### config.mk
export PLATFORM = sky130hd
export DESIGN_NAME = id_hazard_ctrl
export DESIGN_NICKNAME = d
export VERILOG_FILES = /design/src/rtl/id_hazard_ctrl.sv
export SDC_FILE = /design/constraint.sdc
export NUM_CORES = 1
export LEC_CHECK = 0
export BUFFER_PORTS_ARGS = -buffer_cell sky130_fd_sc_hd__buf_4
export CAP_MARGIN = 20
export CORE_MARGIN = 5
export CORE_UTILIZATION = 45
export CTS_BUF_LIST = sky130_fd_sc_hd__clkbuf_4 sky130_fd_sc_hd__clkbuf_8
export CTS_CLUSTER_SIZE = 12
export DETAILED_ROUTE_END_ITERATION = 6
export PLACE_DENSITY = 0.63
export SYNTH_ARGS = -nofsm -noshare
export SYNTH_HDL_FRONTEND = slang
export SYNTH_SLANG_ARGS = --single-unit
### constraint.sdc
create_clock -name clk -period 4.8 [get_ports clk]
set_input_delay 0.24 -clock clk [delete_from_list [all_inputs] [get_ports clk]]
set_output_delay 0.24 -clock clk [all_outputs]
set_load 0.01 [all_outputs]
### src/rtl/id_hazard_ctrl.sv
// Decode-stage register scoreboard: counts in-flight GPR writes between ID issue
// and WB retire and stalls ID whenever a source or a saturated destination is pending.
module id_hazard_ctrl #(
  parameter int CNT_W = 2,
  parameter int NREG  = 32
) (
  input  logic             clk,
  input  logic             resetn,
  input  logic             id_valid,
  input  logic [4:0]       id_raddr1,
  input  logic [4:0]       id_raddr2,
  input  logic             id_use1,
  input  logic             id_use2,
  input  logic             id_we,
  input  logic [4:0]       id_waddr,
  input  logic             id_fire,
  input  logic             wb_fire,
  input  logic             wb_we,
  input  logic [4:0]       wb_waddr,
  input  logic             flush,
  output logic             stall,
  output logic             pending_any,
  output logic [CNT_W+2:0] inflight,
  output logic             err
);

  localparam int IW = CNT_W + 3;
  localparam logic [CNT_W-1:0] MAX = {CNT_W{1'b1}};

  logic [NREG-1:0][CNT_W-1:0] cnt;
  logic [CNT_W-1:0] cnt_r1;
  logic [CNT_W-1:0] cnt_r2;
  logic [CNT_W-1:0] cnt_w;
  logic [CNT_W-1:0] cnt_wb;
  logic             inc;
  logic             dec;
  logic             dec_ok;
  logic             eff_inc;
  logic             same_reg;
  logic             raw1;
  logic             raw2;
  logic             waw_sat;

  assign cnt_r1 = cnt[id_raddr1];
  assign cnt_r2 = cnt[id_raddr2];
  assign cnt_w  = cnt[id_waddr];
  assign cnt_wb = cnt[wb_waddr];

  assign inc      = id_fire & id_we & (id_waddr != 5'd0);
  assign dec      = wb_fire & wb_we & (wb_waddr != 5'd0);
  assign same_reg = (id_waddr == wb_waddr);

  // A retire against an empty counter is an error and is ignored entirely.
  assign dec_ok = dec & (cnt_wb != '0);

  // An issue into a saturated counter only counts if a retire frees that slot.
  assign eff_inc = inc & ((cnt_w != MAX) | (dec_ok & same_reg));

  assign raw1    = id_use1 & (id_raddr1 != 5'd0) & (cnt_r1 != '0);
  assign raw2    = id_use2 & (id_raddr2 != 5'd0) & (cnt_r2 != '0);
  assign waw_sat = id_we & (id_waddr != 5'd0) & (cnt_w == MAX);

  // Registered counters only: a same-cycle retire still stalls, since the
  // regfile is written at the end of the WB cycle.
  assign stall = id_valid & (raw1 | raw2 | waw_sat);

  assign cnt[0] = '0;

  for (genvar r = 1; r < NREG; r++) begin : g_reg
    logic [CNT_W-1:0] q;
    logic             hit_inc;
    logic             hit_dec;

    assign hit_inc = inc & (id_waddr == 5'(r));
    assign hit_dec = dec_ok & (wb_waddr == 5'(r));

    always_ff @(posedge clk or negedge resetn) begin
      if (!resetn) begin
        q <= '0;
      end else if (flush) begin
        q <= '0;
      end else if (hit_inc && !hit_dec && (q != MAX)) begin
        q <= q + 1'b1;
      end else if (hit_dec && !hit_inc) begin
        q <= q - 1'b1;
      end
    end

    assign cnt[r] = q;
  end

  always_ff @(posedge clk or negedge resetn) begin
    if (!resetn) begin
      inflight <= '0;
    end else if (flush) begin
      inflight <= '0;
    end else begin
      inflight <= inflight + IW'(eff_inc) - IW'(dec_ok);
    end
  end

  // Sticky until reset; flush deliberately leaves it alone.
  always_ff @(posedge clk or negedge resetn) begin
    if (!resetn) begin
      err <= 1'b0;
    end else if ((id_fire & stall) | (dec & ~dec_ok)) begin
      err <= 1'b1;
    end
  end

  assign pending_any = (inflight != '0);

endmodule
==> Word level (Yosys, flattened, before mapping) <==
Index checks and enable logic that the tools add are counted.
{ "word_totals": {"ff_bits": 68, "in_bits": 30, "out_inout_bits": 8, "elab_cells": 576} }
{ "op_classes": {"addsub": 64, "magnitude_cmp": 4, "n_eq_ne": 96, "n_mux": 102, "bitwise": 83, "reduce_logical": 194} }
{ "ops": {"columns": ["op", "n"], "rows": [
  ["2-to-1 mux 2 bit", 97],
  ["== test 5 bit, second input constant", 32],
  ["logical AND 1 bit", 93],
  ["nonzero test 3 bit", 31],
  ["== test 5 x 4 -> 1 bit, second input constant", 16],
  ["AND 1 bit", 78],
  ["inequality test 2 bit, second input constant", 32],
  ["adder 2 x 1 -> 2 bit, second input constant", 31],
  ["zero test 1 bit", 62],
  ["subtractor 2 x 1 -> 2 bit, second input constant", 31],
  ["binary-select mux 2 bit (select 5 bit)", 4],
  ["== test 5 x 3 -> 1 bit, second input constant", 8],
  ["nonzero test 5 bit", 5],
  ["< comparator 5 x 6 -> 1 bit, second input constant", 4],
  ["== test 5 x 2 -> 1 bit, second input constant", 4],
  ["== test 5 x 1 -> 1 bit, second input constant", 2],
  ["nonzero test 2 bit", 3],
  ["adder 5 x 1 -> 5 bit", 1],
  ["== test 5 bit", 1],
  ["2-to-1 mux 5 bit", 1],
  ["subtractor 5 x 1 -> 5 bit", 1],
  ["OR 1 bit", 4],
  ["== test 2 bit, second input constant", 1],
  ["inverter 1 bit", 1]
]} }

==> Depth between registers and ports, before layout <==
{ "logic_depth": {"word_depth": 10, "mapped_depth": 18, "depth_no_buf": 15} }

==> Worst setup path before layout <==
No wires, ideal clock.
{ "synth_path": {"path_type": "register -> register", "startpoint": "reg g_reg[15].q[0]", "endpoint": "reg inflight[4]", "setup_time_ns": 0.078, "arrival_ns": 3.529, "t_required_ns": 4.722, "path_slack_ns": 1.193, "path_stages_with_launch": 18, "path_buffers": 3, "period_less_slack_ns": 3.607, "path_cell_list": "dfrtp_1 buf_2 nor2_1 mux4_2 o22ai_4 nor3_4 buf_6 buf_6 o41ai_1 nand3_1 ha_1 inv_1 ha_1 fa_1 a21oi_1 nor2_1 or3_1 a21oi_1"} }
{ "synth_via": {"elab_chain_cells": 10, "elab_cells_between_ends": 13, "classes_between": "add/sub: 2; eq/ne: 1; mux: 5; bitwise: 4; reduce/logical: 1"} }
{ "synth_rtl": {"columns": ["item", "line_no", "source"], "rows": [
  ["from (decl)", "70", "logic [CNT_W-1:0] q;"],
  ["from (signal assigned)", "83", "q <= q + 1'b1;"],
  ["from (signal assigned)", "85", "q <= q - 1'b1;"],
  ["binary-select mux 2 bit (select 5 bit)", "47", "assign cnt_wb = cnt[wb_waddr];"],
  ["2-to-1 mux 2 bit (implied by the code)", "47", null],
  ["nonzero test 2 bit", "54", "assign dec_ok = dec & (cnt_wb != '0);"],
  ["AND 1 bit", "54", null],
  ["AND 1 bit", "57", "assign eff_inc = inc & ((cnt_w != MAX) | (dec_ok & same_reg));"],
  ["OR 1 bit", "57", null],
  ["AND 1 bit", "57", null],
  ["adder 5 x 1 -> 5 bit", "98", "inflight <= inflight + IW'(eff_inc) - IW'(dec_ok);"],
  ["subtractor 5 x 1 -> 5 bit *", "98", null],
  ["2-to-1 mux 5 bit *", "95", "end else if (flush) begin"],
  ["to (signal assigned)", "98", null],
  ["to (decl)", "23", "output logic [CNT_W+2:0] inflight,"]
]} }
Every way passes the cells marked *; elsewhere a longest branch is shown, timed or not. The select of a mux whose other input is x is not followed.
A chain may end at the register's enable or synchronous reset.

==> Worst setup path after layout <==
{ "layout_path": {"startpoint": "reg g_reg[19].q[0]", "endpoint": "reg inflight[4]"} }
{ "layout_via": {"elab_chain_cells": 10, "elab_cells_between_ends": 13, "classes_between": "add/sub: 2; eq/ne: 1; mux: 5; bitwise: 4; reduce/logical: 1"} }
{ "layout_rtl": {"columns": ["item", "line_no"], "rows": [
  ["from (decl)", "70"],
  ["from (signal assigned)", "83"],
  ["from (signal assigned)", "85"],
  ["binary-select mux 2 bit (select 5 bit)", "47"],
  ["2-to-1 mux 2 bit (implied by the code)", "47"],
  ["nonzero test 2 bit", "54"],
  ["AND 1 bit", "54"],
  ["AND 1 bit", "57"],
  ["OR 1 bit", "57"],
  ["AND 1 bit", "57"],
  ["adder 5 x 1 -> 5 bit", "98"],
  ["subtractor 5 x 1 -> 5 bit *", "98"],
  ["2-to-1 mux 5 bit *", "95"]
]} }
Marks and branches as above.

==> results.json <==
{
  "port_buffers": 37,
  "max-slew-margin-rel_pct": 25.9,
  "antennaDiodeCount": 0,
  "setup_tns_ns": 0,
  "rsz0062_at_grt": "false",
  "cts-resized-gates": 0,
  "violations": "negative hold slack",
  "synth_area_leaders": "dfrtp_1 29%, mux4_2 8.4%, nor2_1 6.8%",
  "drt_iter0_drc": 590,
  "ir_drop_uv": 173,
  "routed_wl_um": 18200,
  "fp-row-count": 41,
  "ys_types": 77,
  "ios": 38,
  "yosys.area.top_type": "dfrtp_1",
  "layout-drive-gt1-share_pct": 14.7,
  "drv_cap": 0,
  "overflow": 0,
  "max_freq_ghz": 0.263,
  "setup.worst_path.start_class": "flop",
  "met1_usage_pct": 34.1,
  "ys_seq_area_share_pct": 29.0,
  "setup.worst_path.class": "flop to flop",
  "coreArea_um2": 12700,
  "hold_viol_final": 6,
  "yosysTopAreaCellShare_pct": 29.0,
  "use_met3_pct": 7.49,
  "synth_edf_count": 0,
  "synth_warnings": 0,
  "yosysMostFrequentCell": "nor2_1",
  "cts_buffer_depth": 2,
  "fin_nets": 758,
  "netlist_area_um2": 5870,
  "tightest_slew_ns": 1.08,
  "syn_inst": 712,
  "cts_sinks": 68,
  "power_density_nw_per_um2": 238,
  "endpoint_kind": "flop",
  "htree_levels": 3,
  "worst_ep_arrival_time_ns": 4.10,
  "numCtsBuffers": 9,
  "areaGrowthSynthToFinish_pct": 9.87,
  "drtPass1Iterations": 5,
  "outcome": "finished with violations",
  "slew_violations": 0,
  "synth_top_flop_cell": "dfrtp_1",
  "fin_hold_ws_ns": -0.0212,
  "dp_hpwl_um": 13200,
  "cts_root_buffer": "clkbuf_8",
  "hold_path.class": "input pin to asynchronous set/reset pin",
  "grt_pass1_vias": 5526,
  "antenna_found_initial": 0,
  "die_width_um": 124,
  "grt_pass1_wl_um": 29300,
  "synthTopCellsByCount": "107 x nor2_1, 68 x dfrtp_1, 50 x a21oi_1",
  "wl_per_cell_um": 20.2,
  "start_util_pct": 46.1,
  "grt_max_degree": 69,
  "critPathMaxFanout": 14,
  "dieArea_um2": 15400,
  "skew_ns": 0.00940,
  "synth.ff_latch_count": 68,
  "holdBufCountCts": 0,
  "worstPathRequired_ns": 5.09,
  "grt_util_met2_pct": 37.2,
  "setup_violations": 0,
  "via_per_inst": 6.43,
  "fin_crit_ns": 3.81,
  "ys_async_sr_fraction_pct": 100,
  "avgSynthCellArea_um2": 8.24,
  "cts_tree": "yes",
  "fin_crit_sh_pct": 79.3,
  "gp_congestion": 0.946,
  "num-fill-cells": 1252,
  "p_leak_uw": 0.00243,
  "post_cts_buffers": 0,
  "vias": 5777,
  "die_y_um": 124,
  "drc": 0,
  "clk_pin_slew_ns": 0.08,
  "synth_fp_nets": 749,
  "grt-busiest-layer": "met2",
  "antenna_left": 0,
  "clk_latency_ns": 0.37,
  "grt_util_all_layers_pct": 24.8
}
==> cell families after synthesis <==
logic type	share of synthesized area (%)
AO/OA/AOI/OAI	23.7
XOR/XNOR	2.54
adder cells (fa/ha/maj)	1.62
buffers and inverters	5.22
flip-flops	29.0
multiplexers	11.5
AND/OR/NAND/NOR	26.5
==> where the power goes <==
part	switching [µW]	internal, µW	leakage, µW	total (µW)
clock network	239	402	0.000136	641
logic	179	113	0.00135	292
registers	14.3	586	0.000940	600
==> stage by stage <==
| step | instances | power (µW) | cell area [µm²] | setup slack [ns] | utilization (%) |
|---|---|---|---|---|---|
| floorplan | 712 | 792 | 5870 | 1.19 | - |
| global placement | 882 | 895 | 6180 | 1.13 | 48.6 |
| detailed placement | 882 | 901 | 6180 | 1.04 | 48.6 |
| CTS | 898 | 1550 | 6450 | 1.03 | 50.7 |
| global route | 898 | 1600 | 6450 | 0.867 | 50.7 |
| finish | 898 | 1530 | 6450 | 0.992 | 50.7 |
==> metal layers <==
| metal | wire length [µm] | vias to the layer above |
|---|---|---|
| met5 | 0 | - |
| met4 | 485 | 0 |
| met2 | 8070 | 253 |
| met1 | 7820 | 2831 |
| met3 | 1790 | 41 |
| li1 | - | 2652 |
==> critical path, stage by stage, from the launching register on <==
cell and delay, ns:
dfrtp_1 0.49, nor2_1 0.11, mux4_2 0.52, a22oi_4 0.24, o21ai_2 0.21, o41ai_1 0.35, nand3_1 0.16, ha_1 0.30
inv_1 0.04, ha_1 0.20, fa_1 0.40, a21oi_1 0.16, nor2_1 0.06, or3_1 0.34, a21oi_1 0.14
==> final cells by class <==
type | count | area [µm²] | area share, %
Clock buffer | 13 | 179 | 2.78
Timing Repair Buffer | 40 | 300 | 4.66
Multi-Input combinational cell | 575 | 3860 | 59.9
Tap cell | 172 | 215 | 3.34
Inverter | 27 | 101 | 1.57
Clock inverter | 3 | 90.1 | 1.40
Sequential cell | 68 | 1700 | 26.4
==> path summary, 6_finish.rpt <==
path	start	to	slack [ns]	depth (start not counted)
setup / recovery	g_reg[19].q[0]$_DFFE_PN0P_	inflight[4]$_DFF_PN0_	0.99	14
hold / removal	resetn	g_reg[26].q[0]$_DFFE_PN0P_	-0.02	1
setup reg to reg	g_reg[19].q[0]$_DFFE_PN0P_	inflight[4]$_DFF_PN0_	0.99	14
hold reg to reg	err$_DFFE_PN0P_	err$_DFFE_PN0P_	0.49	2
max in group asynchronous	resetn	g_reg[12].q[1]$_DFFE_PN0P_	4.19	1
min in group clk	id_valid	err$_DFFE_PN0P_	0.21	3
==> sequential cells by signal (all words and copies together) (netlist names) <==
| name | flops |
|---|---|
| err | 1 |
| g.q | 62 |
| inflight | 5 |
==> placed cells by master, fill, tap and decap left out, types with 6 or more instances in the layout <==
master / netlist / routed
nand2b_1: 15 / 15
mux2i_1: 8 / 8
a21oi_1: 50 / 50
buf_4: 1 / 40
or3_1: 12 / 12
nor3_1: 23 / 23
inv_1: 27 / 27
nor2b_1: 11 / 11
clkbuf_8: 0 / 13
mux4_2: 22 / 22
nand3_1: 27 / 27
nand3b_1: 9 / 9
o31ai_1: 6 / 6
nand2_1: 49 / 49
nor4_1: 10 / 10
o21ai_0: 44 / 44
a31oi_1: 10 / 10
xnor2_1: 12 / 12
nor2_1: 107 / 107
and2_1: 11 / 11
ha_1: 6 / 6
a21o_1: 14 / 14
dfrtp_1: 68 / 68
Note: power is estimated with default switching activity, not from simulation.
